`src/rtl/buzz_pkg.sv`:
```
// Shared types for the buzzer lockout arbiter: round state encoding.
package buzz_pkg;

   localparam int unsigned STATE_W = 2;

   typedef enum logic [STATE_W-1:0] {
      ST_IDLE    = 2'd0,
      ST_ARMED   = 2'd1,
      ST_LOCKED  = 2'd2,
      ST_TIMEOUT = 2'd3
   } state_t;

endpackage

```
`src/rtl/buzz_sync.sv`:
```
// Vector synchroniser for active-low buttons plus registered falling-edge (press) detector.
module buzz_sync #(
   parameter int unsigned WIDTH  = 8,
   parameter int unsigned STAGES = 2
) (
   input  logic             clk,
   input  logic             reset,
   input  logic [WIDTH-1:0] raw_n,
   output logic [WIDTH-1:0] press_evt
);

   logic [STAGES-1:0][WIDTH-1:0] stage_q;
   logic [STAGES-1:0]            flush_q;

   // flush_q marks stages holding real samples; a button held through reset
   // must not look like a fresh press once the released reset values drain.
   always_ff @(posedge clk or posedge reset) begin
      if (reset) begin
         stage_q   <= '1;
         flush_q   <= '0;
         press_evt <= '0;
      end else begin
         stage_q   <= {stage_q[STAGES-2:0], raw_n};
         flush_q   <= {flush_q[STAGES-2:0], 1'b1};
         press_evt <= flush_q[STAGES-1] ? (stage_q[STAGES-1] & ~stage_q[STAGES-2])
                                        : WIDTH'(0);
      end
   end

endmodule

```
`src/rtl/buzzer_lockout_arbiter.sv`:
```
// Fastest-finger-first arbiter: latches the first press after arm, locks out others, times the answer.
module buzzer_lockout_arbiter
   import buzz_pkg::*;
#(
   parameter int unsigned N_CH          = 8,
   parameter int unsigned SYNC_STAGES   = 2,
   parameter int unsigned ANSWER_CYCLES = 1000,
   parameter int unsigned IDX_W         = $clog2(N_CH)
) (
   input  logic               clk,
   input  logic               reset,
   input  logic [N_CH-1:0]    buzz_n,
   input  logic               arm,
   input  logic               clear,
   output logic [STATE_W-1:0] state,
   output logic               winner_valid,
   output logic [IDX_W-1:0]   winner_idx,
   output logic [N_CH-1:0]    winner_onehot,
   output logic               tie,
   output logic               timeout
);

   localparam int unsigned CNT_W    = $clog2(N_CH + 1);
   localparam int unsigned TMR_W    = (ANSWER_CYCLES > 0) ? $clog2(ANSWER_CYCLES + 1) : 1;
   localparam int unsigned TMR_LOAD = (ANSWER_CYCLES > 0) ? ANSWER_CYCLES - 1 : 0;

   state_t            state_q;
   logic [TMR_W-1:0]  timer_q;
   logic [N_CH-1:0]   press_evt;
   logic [IDX_W-1:0]  sel_idx_c;
   logic [CNT_W-1:0]  hits_c;
   logic              multi_c;

   buzz_sync #(
      .WIDTH  (N_CH),
      .STAGES (SYNC_STAGES)
   ) u_sync (
      .clk       (clk),
      .reset     (reset),
      .raw_n     (buzz_n),
      .press_evt (press_evt)
   );

   // Highest index wins; later iterations override earlier ones.
   always_comb begin
      sel_idx_c = '0;
      hits_c    = '0;
      for (int unsigned i = 0; i < N_CH; i++) begin
         if (press_evt[i]) begin
            sel_idx_c = IDX_W'(i);
            hits_c    = hits_c + CNT_W'(1);
         end
      end
      multi_c = (hits_c > CNT_W'(1));
   end

   always_ff @(posedge clk or posedge reset) begin
      if (reset) begin
         state_q       <= ST_IDLE;
         timer_q       <= '0;
         winner_valid  <= 1'b0;
         winner_idx    <= '0;
         winner_onehot <= '0;
         tie           <= 1'b0;
         timeout       <= 1'b0;
      end else if (clear) begin
         state_q       <= ST_IDLE;
         timer_q       <= '0;
         winner_valid  <= 1'b0;
         winner_idx    <= '0;
         winner_onehot <= '0;
         tie           <= 1'b0;
         timeout       <= 1'b0;
      end else begin
         case (state_q)
            ST_IDLE: begin
               if (arm) state_q <= ST_ARMED;
            end
            ST_ARMED: begin
               if (|press_evt) begin
                  state_q       <= ST_LOCKED;
                  winner_valid  <= 1'b1;
                  winner_idx    <= sel_idx_c;
                  winner_onehot <= N_CH'(1) << sel_idx_c;
                  tie           <= multi_c;
                  timer_q       <= TMR_W'(TMR_LOAD);
               end
            end
            ST_LOCKED: begin
               // A zero-length window means no timer: hold until the host clears.
               if (ANSWER_CYCLES != 0) begin
                  if (timer_q == '0) begin
                     state_q <= ST_TIMEOUT;
                     timeout <= 1'b1;
                  end else begin
                     timer_q <= timer_q - TMR_W'(1);
                  end
               end
            end
            ST_TIMEOUT: begin
               state_q <= ST_TIMEOUT;
            end
            default: state_q <= ST_IDLE;
         endcase
      end
   end

   assign state = state_q;

endmodule
```
`config.mk`:
```
export PLATFORM = sky130hd
export DESIGN_NAME = buzzer_lockout_arbiter
export DESIGN_NICKNAME = d
export VERILOG_FILES = /design/src/rtl/buzz_pkg.sv /design/src/rtl/buzz_sync.sv /design/src/rtl/buzzer_lockout_arbiter.sv
export SDC_FILE = /design/constraint.sdc
export NUM_CORES = 1
export LEC_CHECK = 0
export CAP_MARGIN = 40
export CORE_ASPECT_RATIO = 2
export CORE_MARGIN = 5
export CORE_UTILIZATION = 50
export DETAILED_ROUTE_END_ITERATION = 7
export PLACE_DENSITY = 0.72
export SLEW_MARGIN = 20
export SYNTH_ARGS = -nofsm -noshare
export SYNTH_HDL_FRONTEND = slang
export SYNTH_SLANG_ARGS = --single-unit
```
`constraint.sdc`:
```
create_clock -name clk -period 8.75 [get_ports clk]
set_input_delay 1.75 -clock clk [delete_from_list [all_inputs] [get_ports clk]]
set_output_delay 1.75 -clock clk [all_outputs]
set_load 0.05 [all_outputs]
```
* Word-level counts from Yosys, hierarchy flattened *
Cells that the tools add are included.

word-level totals
  input port bits = 12
  logic and storage cells = 82
  register bits after elaboration = 52
  output and inout port bits = 16

operators by class
  multiplexer cells = 40
  equal/unequal tests = 7
  reduce and logical (&&, ||, !) cells = 12
  bitwise gates (word level) = 2
  add/subtract/negate cells = 8
  shift operators = 1
  magnitude comparators = 1

operators with widths
  kind                   number
  $mux 8                 4
  $mux 10                3
  $add 4x1->4 const B    7
  $mux 4                 7
  $mux 3                 9
  $pmux 10 s2            1
  $ne 3x3->1 const B     4
  $mux 1                 11
  $logic_not 10->1       1
  $sub 10x1->10 const B  1
  $and 8x8->8            1
  $mux 2                 4
  $not 8->8              1
  $pmux 2 s4             1
  $reduce_bool 2->1      4
  $reduce_or 8->1        1
  $shl 1x3->8 const A    1
  $reduce_and 3->1       2
  $eq 2x2->1 const B     2
  $gt 4x1->1 const B     1
  $reduce_and 2->1       2
  $reduce_bool 3->1      1
  $eq 2x1->1 const B     1
  $logic_not 2->1        1

* Depth between registers and ports, before layout *
  depth in word-level cells = 19
  depth in mapped cells = 18
  gate-level depth less buffers = 18

* By module *
Synthesis repeated with hierarchy kept, for this count alone.

unflattened totals
  cells, all modules = 263
  area total of the unflattened synthesis = 2737.6 sq um

by module, submodules not included
  module                  cells an instance  area each (sq um)  times used  sequential area each (sq um)
  buzzer_lockout_arbiter  227                1989.4             1           650.6
  buzz_sync               36                 748.2              1           670.6

* Worst setup path before layout *
Ideal clock, no wire load.

  kind = register to register
  from = register u_sync.press_evt[1]
  to = register tie
  cell stages (with the launch flop) = 19
  setup time = 0.149 ns
  data required time = 8.601 ns
  period minus slack after synthesis = 3.526 ns
  data arrival time = 3.377 ns
  setup slack = 5.224 ns
  path buffers = 0
  cells stage by stage = dfrtp_1 > inv_1 > ha_1 > xor2_1 > ha_1 > nand2b_1 > nand3_1 > o21ai_0 > xor2_1 > mux2_2 > ha_1 > nand2_1 > o31ai_1 > o41ai_1 > o21ai_0 > ha_1 > nand2b_1 > o32ai_1 > a311oi_2

on the way
  cells in the longest elaborated chain, start to end = 17
  elaborated cells on any way between the ends = 20
  classes of those cells = add/sub (6); order compare (1); mux (10); reduce/logical (3)

ends and longest elaborated chain
  what                      line                          RTL
  start: declaration        buzz_sync.sv:9                output logic [WIDTH-1:0] press_evt
  start signal: assignment  buzz_sync.sv:25               press_evt <= flush_q[STAGES-1] ? (stage_q[STAGES-1] & ~stage_q[STAGES-2])
  $mux 4                    buzzer_lockout_arbiter.sv:49  if (press_evt[i]) begin
  $add 4x1->4               buzzer_lockout_arbiter.sv:51  hits_c = hits_c + CNT_W'(1);
  $mux 4                    buzzer_lockout_arbiter.sv:49
  $add 4x1->4               buzzer_lockout_arbiter.sv:51
  $mux 4                    buzzer_lockout_arbiter.sv:49
  $add 4x1->4               buzzer_lockout_arbiter.sv:51
  $mux 4                    buzzer_lockout_arbiter.sv:49
  $add 4x1->4               buzzer_lockout_arbiter.sv:51
  $mux 4                    buzzer_lockout_arbiter.sv:49
  $add 4x1->4               buzzer_lockout_arbiter.sv:51
  $mux 4                    buzzer_lockout_arbiter.sv:49
  $add 4x1->4               buzzer_lockout_arbiter.sv:51
  $mux 4                    buzzer_lockout_arbiter.sv:49
  $gt 4x1->1                buzzer_lockout_arbiter.sv:54  multi_c = (hits_c > CNT_W'(1));
  $mux 1                    buzzer_lockout_arbiter.sv:80  if (|press_evt) begin
  $mux 1                    buzzer_lockout_arbiter.sv:75  case (state_q)
  $mux 1                    buzzer_lockout_arbiter.sv:66  end else if (clear) begin
  end signal: assignment    buzzer_lockout_arbiter.sv:85  tie <= multi_c;
  end: declaration          buzzer_lockout_arbiter.sv:19  output logic tie,

Several ways; a longest one is shown, not always the timed one. The select of a mux whose other input is x is not followed.
A chain may end at the register's enable or synchronous reset.

* Final worst setup path *
Same ends and word-level chain as after synthesis.

==> flow_metrics.py <==
metrics = {
    "status": {
        "outcome": "completed",
    },
    "worst_setup_path": {
        "crit_path_end": "tie",
        "endpoint_kind": "flip-flop",
        "path_class": "flip-flop to flip-flop",
        "rr_startpoint": "u_sync.press_evt[1]",
        "crit_start": "u_sync.press_evt[1]",
        "cp-start-kind": "flip-flop",
        "critPathArrivalTime_ns": 4.02,
        "r2r_setup_slack_ns": 4.89,
        "worstPathMaxFanout": 5,
        "crit_required_ns": 8.91,
        "r2r_cells": 18,
        "rr_endpoint": "tie",
    },
    "logic_synthesis": {
        "syn_nets": 271,
        "synth-seq-cells": 52,
        "async_flop_share_pct": 100,
        "synth_top_cell_by_area": "dfrtp_1",
        "syn_area_per_cell_um2": 10.5,
        "synth-edff-count": 0,
        "synth_top_area_share_pct": 34.5,
        "ys_top_cells_by_area": "dfrtp_1 34%, dfstp_2 16%, ha_1 4.8%, a21oi_1 3.8%, nor2_1 3.4%",
        "ys_warn_count": 0,
        "synth-main-ff-cell": "dfrtp_1",
        "mappedNetlistArea_um2": 2610,
        "synth-seq-area-share_pct": 50.6,
        "syn_inst": 249,
        "post_synth_num_cell_types": 50,
    },
    "min_path": {
        "hold_path_class": "flip-flop to flip-flop",
        "worstHoldStart": "u_sync.flush_q[0]",
    },
    "sta": {
        "relSlewSlack_pct": 50.1,
        "hold_viol": 0,
        "min_period_ns": 3.86,
        "fmax_ghz": 0.259,
        "fin_worst_skew_ns": 0.00790,
        "finalSetupViolCount": 0,
        "rsz0062_at_grt": "no",
        "setup_tns_ns": 0,
        "tightestPinTransition_ns": 0.747,
        "period_share_pct": 44.2,
        "drv_slew": 0,
    },
    "placement": {
        "placed_cell_area_um2": 2950,
        "placed_cells": 325,
        "place_hpwl_um": 3410,
        "portBuffers": 27,
        "gp_congestion": 0.809,
    },
    "cells_and_area": {
        "fillers": 460,
        "fin_cells": 333,
        "drive_gt1_share_pct": 13.5,
        "syn2layout_area_growth_pct": 16.4,
        "final_util_pct": 59.2,
        "finalInstanceArea_um2": 3040,
        "diodes": 0,
        "nets": 296,
    },
    "floorplanning": {
        "core_um2": 5140,
        "rows": 37,
        "ios": 28,
        "die_h_um": 112,
        "start_util_pct": 50.9,
        "die_area_um2": 6860,
        "die_width_um": 61.1,
    },
    "global_route": {
        "grt_pass1_vias": 1797,
        "grt_remaining_overflow": 0,
        "grt_pass1_wl_um": 8100,
        "grtUsageTotal_pct": 15.3,
        "grt_max_degree": 33,
        "antenna_found_initial": 0,
    },
    "pwr": {
        "finalPower_uw": 543,
        "vdd_drop_max_mv": 0.143,
        "p_leak_nw": 1.31,
        "pwr_density_cell_nw_per_um2": 179,
    },
    "clock_network": {
        "cts_buffers": 5,
        "worstSkewPairLatency_ns": 0.31,
        "root_buffer": "clkbuf_8",
        "ctsResizeCount": 0,
        "cts_tree": "done",
        "cts-hold-fix-buffers": 0,
        "cts.sinks": 52,
        "cts.path.max_buffers": 2,
        "clk_pin_slew_ns": 0.09,
        "cts_max_level": 2,
        "postCtsSetupRepairBufs": 0,
    },
    "route": {
        "drc": 0,
        "vias": 1824,
        "wl_um": 4550,
        "drt_pass1_iterations": 4,
        "wl_per_cell_um": 13.7,
        "vias_per_cell": 5.48,
        "drtAntennaViolNets": 0,
        "first_iter_violations": 84,
    },
    "flow_run": {
        "drv_cap": 0,
    },
}
-- routing by layer --
layer  wire length [µm]  vias to the layer above  GRT usage (%)
li1                   -                      919              -
met1               1840                      865           17.6
met2               2470                       33           26.5
met3                140                        7           2.42
met4                 99                        0           6.66
met5                  0                        -              0
-- placed cells by master, fill, tap and decap left out, types with 2 or more instances in the layout --
cell type | synthesis | routed
dfrtp_1 | 36 | 36
clkdlybuf4s50_1 | 0 | 27
nor2_1 | 24 | 24
a21oi_1 | 20 | 20
nand2_1 | 18 | 18
dfstp_2 | 16 | 16
o21ai_0 | 13 | 13
inv_1 | 12 | 11
ha_1 | 10 | 10
xnor2_1 | 9 | 9
and3b_1 | 8 | 8
nand2b_1 | 7 | 7
xor2_1 | 6 | 6
nand3_1 | 6 | 6
clkbuf_8 | 0 | 5
a211oi_1 | 4 | 4
nor2b_1 | 4 | 4
nor3_1 | 4 | 4
a211o_1 | 4 | 4
a311oi_2 | 2 | 2
nand4b_1 | 2 | 2
or3_1 | 2 | 2
nor4_1 | 2 | 2
xnor2_2 | 2 | 2
nor3b_1 | 2 | 2
nand3b_1 | 2 | 2
clkinv_4 | 0 | 2
-- cell families (layout without fill, tap and decap cells) --
logic type | Yosys count | in the layout | synth area share [%]
and+or+nand+nor | 85 | 85 | 17.8
AOI/OAI and AO/OA | 57 | 57 | 14.4
DFF | 52 | 52 | 50.6
buffers and inverters | 24 | 50 | 3.73
xor gates and xnor gates | 18 | 18 | 7.18
adders and majority gates | 10 | 10 | 4.79
muxes | 2 | 2 | 1.44
other | 1 | 1 | 0.143
-- where the power goes --
| group | total (mW) | switching (mW) | leakage (nW) | internal (mW) |
|---|---|---|---|---|
| registers | 0.277 | 0.0164 | 0.645 | 0.261 |
| clock network | 0.140 | 0.0812 | 0.0487 | 0.0584 |
| logic | 0.126 | 0.0732 | 0.615 | 0.0533 |
| total | 0.543 | 0.171 | 1.31 | 0.373 |
-- cell usage after synthesis, types with 2 or more instances --
| cell | n |
|---|---|
| dfstp_2 | 16 |
| a211o_1 | 4 |
| nand2b_1 | 7 |
| nor4_1 | 2 |
| o21ai_0 | 13 |
| a211oi_1 | 4 |
| a21oi_1 | 20 |
| inv_1 | 12 |
| xnor2_2 | 2 |
| nor2_1 | 24 |
| nor2b_1 | 4 |
| and3b_1 | 8 |
| buf_2 | 5 |
| xor2_1 | 6 |
| or3_1 | 2 |
| nand3_1 | 6 |
| dfrtp_1 | 36 |
| a311oi_2 | 2 |
| xnor2_1 | 9 |
| ha_1 | 10 |
| clkbuf_1 | 5 |
| nor3_1 | 4 |
| nor3b_1 | 2 |
| nand2_1 | 18 |
| nand3b_1 | 2 |
| nand4b_1 | 2 |
-- worst min path at each step --
stage	to	depth (start not counted)
after floorplan	u_sync.flush_q[1]	0
after CTS	u_sync.flush_q[1]	0
final	u_sync.flush_q[1]	0
after global placement	u_sync.flush_q[1]	0
after detailed placement	u_sync.flush_q[1]	0
after global routing	u_sync.flush_q[1]	0
-- area by class of cell --
type | count | area (µm²) | area share (%)
tap | 58 | 72.6 | 2.39
sequential | 52 | 1320 | 43.4
timing repair buffer | 30 | 313 | 10.3
clock inverter | 3 | 26.3 | 0.864
multi-input combinational | 173 | 1190 | 39.3
clock buffer | 5 | 68.8 | 2.26
inverter | 12 | 45.0 | 1.48
-- per-stage QoR --
| stage | setup WS (ns) | hold WS (ns) |
|---|---|---|
| 6_report | 4.89 | 0.354 |
| 5_1_grt | 4.45 | 0.368 |
| 4_1_cts | 4.86 | 0.360 |
| 3_5_place_dp | 4.88 | 0.336 |
| 3_3_place_gp | 4.77 | 0.332 |
| 2_1_floorplan | 5.22 | 0.331 |
-- flip-flops by register name, indices dropped and copies added (netlist names) --
| signal | cells |
|---|---|
| u_sync.flush_q | 2 |
| winner_valid | 1 |
| u_sync.stage_q | 16 |
| winner_idx | 3 |
| timeout | 1 |
| u_sync.press_evt | 8 |
| tie | 1 |
| state | 2 |
| timer_q | 10 |
| winner_onehot | 8 |
-- critical path, stage by stage (launching register included) --
cell and delay [ns]:
dfrtp_1 0.40, inv_1 0.08, ha_1 0.39, xor2_1 0.23
ha_1 0.30, nand2b_1 0.15, nand3_1 0.08, o21ai_0 0.10
xor2_1 0.17, mux2_2 0.28, ha_1 0.29, nand2_1 0.05
o31ai_1 0.08, o41ai_1 0.13, o21ai_0 0.28, ha_1 0.28
nand2b_1 0.13, o32ai_1 0.15, a311oi_2 0.13
(Power assumes the default switching activity.)
